`src/rtl/addr_tx_seq.sv`:
```
// addr_tx_seq: walks an address range START_ADDR..END_ADDR and issues one
// paced transmit strobe per address to a UART data path.
//
// Ports:
//   clk     - system clock, rising edge
//   rst     - asynchronous, active-low reset
//   start   - begin a sequence (sampled in IDLE only)
//   stop    - abort to IDLE; wins over everything else
//   pause   - freezes the tick divider while high
//   tx_busy - transmitter busy; holds off the next strobe
//   addr    - current address presented to ROM/UART
//   tx_en   - registered one-cycle transmit strobe
//   active  - high whenever the sequencer is not IDLE
//   done    - registered one-cycle pulse at the end of a one-shot run
module addr_tx_seq #(
    parameter int ADDR_W     = 8,
    parameter int START_ADDR = 0,
    parameter int END_ADDR   = 2**ADDR_W - 1,
    parameter int TICK_DIV   = 4,
    parameter int MODE       = 0
) (
    input  logic              clk,
    input  logic              rst,
    input  logic              start,
    input  logic              stop,
    input  logic              pause,
    input  logic              tx_busy,
    output logic [ADDR_W-1:0] addr,
    output logic              tx_en,
    output logic              active,
    output logic              done
);

    localparam int DIV_W = (TICK_DIV > 1) ? $clog2(TICK_DIV) : 1;

    localparam logic [DIV_W-1:0]  DIV_LAST = DIV_W'(TICK_DIV - 1);
    localparam logic [DIV_W-1:0]  DIV_ZERO = '0;
    localparam logic [DIV_W-1:0]  DIV_ONE  = DIV_W'(1);
    localparam logic [ADDR_W-1:0] START_A  = ADDR_W'(START_ADDR);
    localparam logic [ADDR_W-1:0] END_A    = ADDR_W'(END_ADDR);
    localparam logic [ADDR_W-1:0] ADDR_ONE = ADDR_W'(1);

    typedef enum logic [1:0] {
        IDLE      = 2'd0,
        WAIT_TICK = 2'd1,
        ISSUE     = 2'd2
    } state_t;

    state_t            state_q;
    state_t            state_d;
    logic [DIV_W-1:0]  div_q;
    logic [DIV_W-1:0]  div_d;
    logic [ADDR_W-1:0] addr_d;
    logic              tx_en_d;
    logic              done_d;

    always_ff @(posedge clk or negedge rst) begin
        if (!rst) begin
            state_q <= IDLE;
            div_q   <= DIV_ZERO;
            addr    <= START_A;
            tx_en   <= 1'b0;
            done    <= 1'b0;
        end else begin
            state_q <= state_d;
            div_q   <= div_d;
            addr    <= addr_d;
            tx_en   <= tx_en_d;
            done    <= done_d;
        end
    end

    // tx_en is registered alongside the ISSUE transition, so it is high
    // exactly while the FSM sits in ISSUE. addr only moves on leaving
    // ISSUE, which keeps it stable across the strobe and the cycle before.
    always_comb begin
        state_d = state_q;
        div_d   = div_q;
        addr_d  = addr;
        tx_en_d = 1'b0;
        done_d  = 1'b0;

        if (stop) begin
            state_d = IDLE;
            div_d   = DIV_ZERO;
            addr_d  = START_A;
        end else begin
            unique case (state_q)
                IDLE: begin
                    div_d  = DIV_ZERO;
                    addr_d = START_A;
                    if (start) begin
                        state_d = WAIT_TICK;
                    end
                end
                WAIT_TICK: begin
                    if (!pause) begin
                        if (div_q != DIV_LAST) begin
                            div_d = div_q + DIV_ONE;
                        end else if (!tx_busy) begin
                            state_d = ISSUE;
                            tx_en_d = 1'b1;
                        end
                    end
                end
                ISSUE: begin
                    div_d = DIV_ZERO;
                    if (addr != END_A) begin
                        addr_d  = addr + ADDR_ONE;
                        state_d = WAIT_TICK;
                    end else if (MODE == 0) begin
                        addr_d  = START_A;
                        state_d = WAIT_TICK;
                    end else begin
                        addr_d  = START_A;
                        state_d = IDLE;
                        done_d  = 1'b1;
                    end
                end
                default: begin
                    state_d = IDLE;
                    div_d   = DIV_ZERO;
                    addr_d  = START_A;
                end
            endcase
        end
    end

    // Decoded straight from the state register so reset drops it at once.
    assign active = (state_q != IDLE);

endmodule

```
`config.mk`:
```
export PLATFORM = sky130hd
export DESIGN_NAME = addr_tx_seq
export DESIGN_NICKNAME = d
export VERILOG_FILES = /design/src/rtl/addr_tx_seq.sv
export SDC_FILE = /design/constraint.sdc
export NUM_CORES = 1
export LEC_CHECK = 0
export CAP_MARGIN = 5
export CORE_MARGIN = 2
export CORE_UTILIZATION = 30
export CTS_CLUSTER_DIAMETER = 200
export DETAILED_ROUTE_END_ITERATION = 7
export GPL_TIMING_DRIVEN = 0
export PLACE_DENSITY = 0.52
export SKIP_LAST_GASP = 1
export SYNTH_ARGS = -nofsm -noshare
export SYNTH_HDL_FRONTEND = slang
export SYNTH_SLANG_ARGS = --single-unit
```
`constraint.sdc`:
```
create_clock -name clk -period 1.65 [get_ports clk]
set_input_delay 0.33 -clock clk [delete_from_list [all_inputs] [get_ports clk]]
set_output_delay 0.33 -clock clk [all_outputs]
set_load 0.01 [all_outputs]
```
==> metrics.md <==
| Metric | Value |
|---|---|
| Status | `complete, no violations` |
| Die Y | `around 52 µm` |
| DRC Markers | `0` |
| DPL Wire Length | `~1.1 mm` |
| DR vias | `a little over 600` |
| CORE AREA | `about 2200 µm²` |
| Initial DRC Count | `7` |
| Clk_skew | `0.00345 ns` |
| Clock Root Buffer | `clkbuf_4` |
| CP Max Fanout | `6` |
| Row cnt | `17` |
| Met1 Use GR | `0.204` |
| Fin nets | `103` |
| Worst-margin pin slew | `about 0.63 ns` |
| Drt total wl | `around 1.5 mm` |
| Most frequent cells in the layout | `12 x clkdlybuf4s50_1, 9 x dfrtp_1, 7 x nand2_1` |
| Post-synth ARST share | `1.00` |
| Layout cells sized above 1 | `0.213` |
| Most common cell after layout, fill and taps aside | `clkdlybuf4s50_1` |
| CP Launch Type | `flop` |
| Routed WL per cell | `~13 µm` |
| Port-buffer cells | `15` |
| Syn avg cell area | `between 9 and 10 µm²` |
| Die X | `between 50 and 60 µm` |
| P_leak | `around 0.42 nW` |
| Worst path bufs/invs | `1` |
| Synth top area share | `0.464` |
| DIE AREA | `2740 µm²` |
| CP Data Required Time | `about 1.3 ns` |
| Seq/Total Area, Yosys | `0.464` |
| Number of antenna violations at the first check in global routing | `0` |
| Starting Density | `0.317` |
| Clock Path Buffers | `2` |
| Vias per inst | `slightly above 5` |
| FF+latch count, synth | `13` |
| Post-synthesis net count | `approximately 80` |
| All-Layer GR Usage | `0.130` |
| P per Cell Area | `roughly 590 nW/µm²` |
| I/O pins | `17` |
| Final ANT Viol Nets | `0` |
| Clock sink total | `13` |
| Num CTS Buffers | `3` |
| Critical path class | `flop to primary output` |
| GRT Residual Overflow | `0` |
| Largest stage delay, worst path | `roughly 0.57 ns` |
| Number of synthesized flops with an enable pin | `0` |
| VDD IR max | `0.243 mV` |
| Ranking of synthesized cells by area | `dfrtp_1 46%, nand2_1 3.8%, ha_1 3.6%` |
| Routability Congestion | `slightly below 0.8` |
| Yosys warnings | `0` |
| Relative slew margins | `0.582` |
| Met3 Use GR | `0.0286` |
| Cell Chain, Critical Path | `clkdlybuf4s50_1` |
| H-tree levels | `1` |
| Delay-heaviest family, CP | `buffers and inverters` |
| CP Data Arrival Time | `1.27 ns` |
| First-pass GRT wire length | `between 2 and 3 mm` |
| Met2 GRT Util | `0.156` |
| Area leader, netlist | `dfrtp_1` |
| Clk_lat worst skew | `between 0.2 and 0.3 ns` |
| Final instance area | `956 µm²` |
| Post-layout min period | `roughly 1.6 ns` |
| CTS tree | `done` |
| Total power | `around 0.57 mW` |
| Most utilized layer in the global route result | `met1` |
| Post-Syn Area | `roughly 700 µm²` |
| MaxCap Viol Count | `0` |
| Final setup viols | `0` |
| Worst min path class | `input pin to flop` |
| RSZ-0062 raised after global routing | `yes` |
| Worst setup EP type | `primary output` |
| Dominant synthesized flop cell | `dfrtp_1` |
| Slowest cell on the critical path | `clkdlybuf4s50_1` |
| Clk pin slew, worst setup/hold paths | `about 0.070 ns` |
| Fin crit share | `0.970` |
| DRT Pass-1 Iters | `4` |
| Final Max Slew Viols | `0` |
| Area growth syn-to-layout | `36.4%` |
| Synth Instances | `71` |
| N_diodes | `0` |
| Final hold violation count | `0` |
| DP Area | `886 µm²` |
| Peak Freq | `~0.62 GHz` |
| Largest net degree at the start of global routing | `14` |
| Number of global-route vias before repair | `about 550` |
| Synth cell types | `35` |
[report_power, final]
group | internal (mW) | total, mW | switching, mW | leakage (nW)
sequential | 0.322 | 0.323 | 0.00181 | 0.174
clock | 0.0934 | 0.191 | 0.0973 | 0.0150
combinational | 0.0252 | 0.0510 | 0.0258 | 0.234
total | 0.440 | 0.565 | 0.125 | 0.423
[logic make-up after synthesis]
kind of cell    share of synthesized area
buf+inv                            0.0214
simple gates                        0.275
compound gates                      0.186
other cells                       0.00535
fa+ha+maj                          0.0357
flops                               0.464
xor+xnor                           0.0125
[through the flow]
step	TNS [ns]	hold WS, ns	worst slack (ns)	instances	util
final	0	0.375	0.0493	122	0.432
after global routing	-0.0229	0.379	-0.0141	122	0.432
after CTS	0	0.466	0.00526	120	0.420
after detailed placement	-1.29	0.545	-0.273	114	0.400
after global placement	-1.55	0.545	-0.311	114	0.400
after floorplan	0	0.0344	0.196	71	-
[Yosys cell counts, types with 2 or more instances]
master / n
a21oi_1: 4
nand3_1: 3
nand2_1: 7
a31oi_1: 2
nor3b_1: 2
o21ai_0: 5
o21ai_1: 2
nand4_1: 2
nor2_1: 4
o211ai_1: 2
ha_1: 2
dfrtp_1: 13
[path summary, 6_finish.rpt]
check | from | endpoint | slack, ns | depth (start not counted)
worst max register to register | state_q[0] | addr[5] | 0.06 | 4
worst max-delay path | addr[6] | addr[6] | 0.05 | 1
worst min-delay path | stop | state_q[0] | 0.37 | 2
worst min register to register | addr[0] | addr[0] | 0.54 | 1
max in group asynchronous | rst | state_q[0] | 0.76 | 1
min in group asynchronous | rst | addr[1] | 0.45 | 1
[state kept, by name, indices dropped and copies added, names as in the netlist]
signal and count:
state_q 2, addr 8, div_q 2, tx_en 1
[repair_timing]
action                                  CTS  global route
pin swaps                                 0             1
buffers inserted                          2             2
gates resized for setup                   3             5
hold buffers                              0             0
endpoints found under the setup margin    2             8
[layer usage]
metal  vias to the layer above  share of wire  wire [µm]
li1                        308              -          -
met1                       298           0.53        821
met2                        12           0.41        623
met3                         2          0.047         73
met4                         0          0.012         19
met5                         -              0          0
[cell type report]
cell class / count / area, µm²
timing repair buffer: 19 / 184
multi-input combinational: 55 / 365
fill: 233 / 1260
sequential: 13 / 330
inverter: 1 / 3.75
buffer: 2 / 11.3
clock buffer: 4 / 26.3
tap: 28 / 35.0
Note: power is estimated with default switching activity, not from simulation.
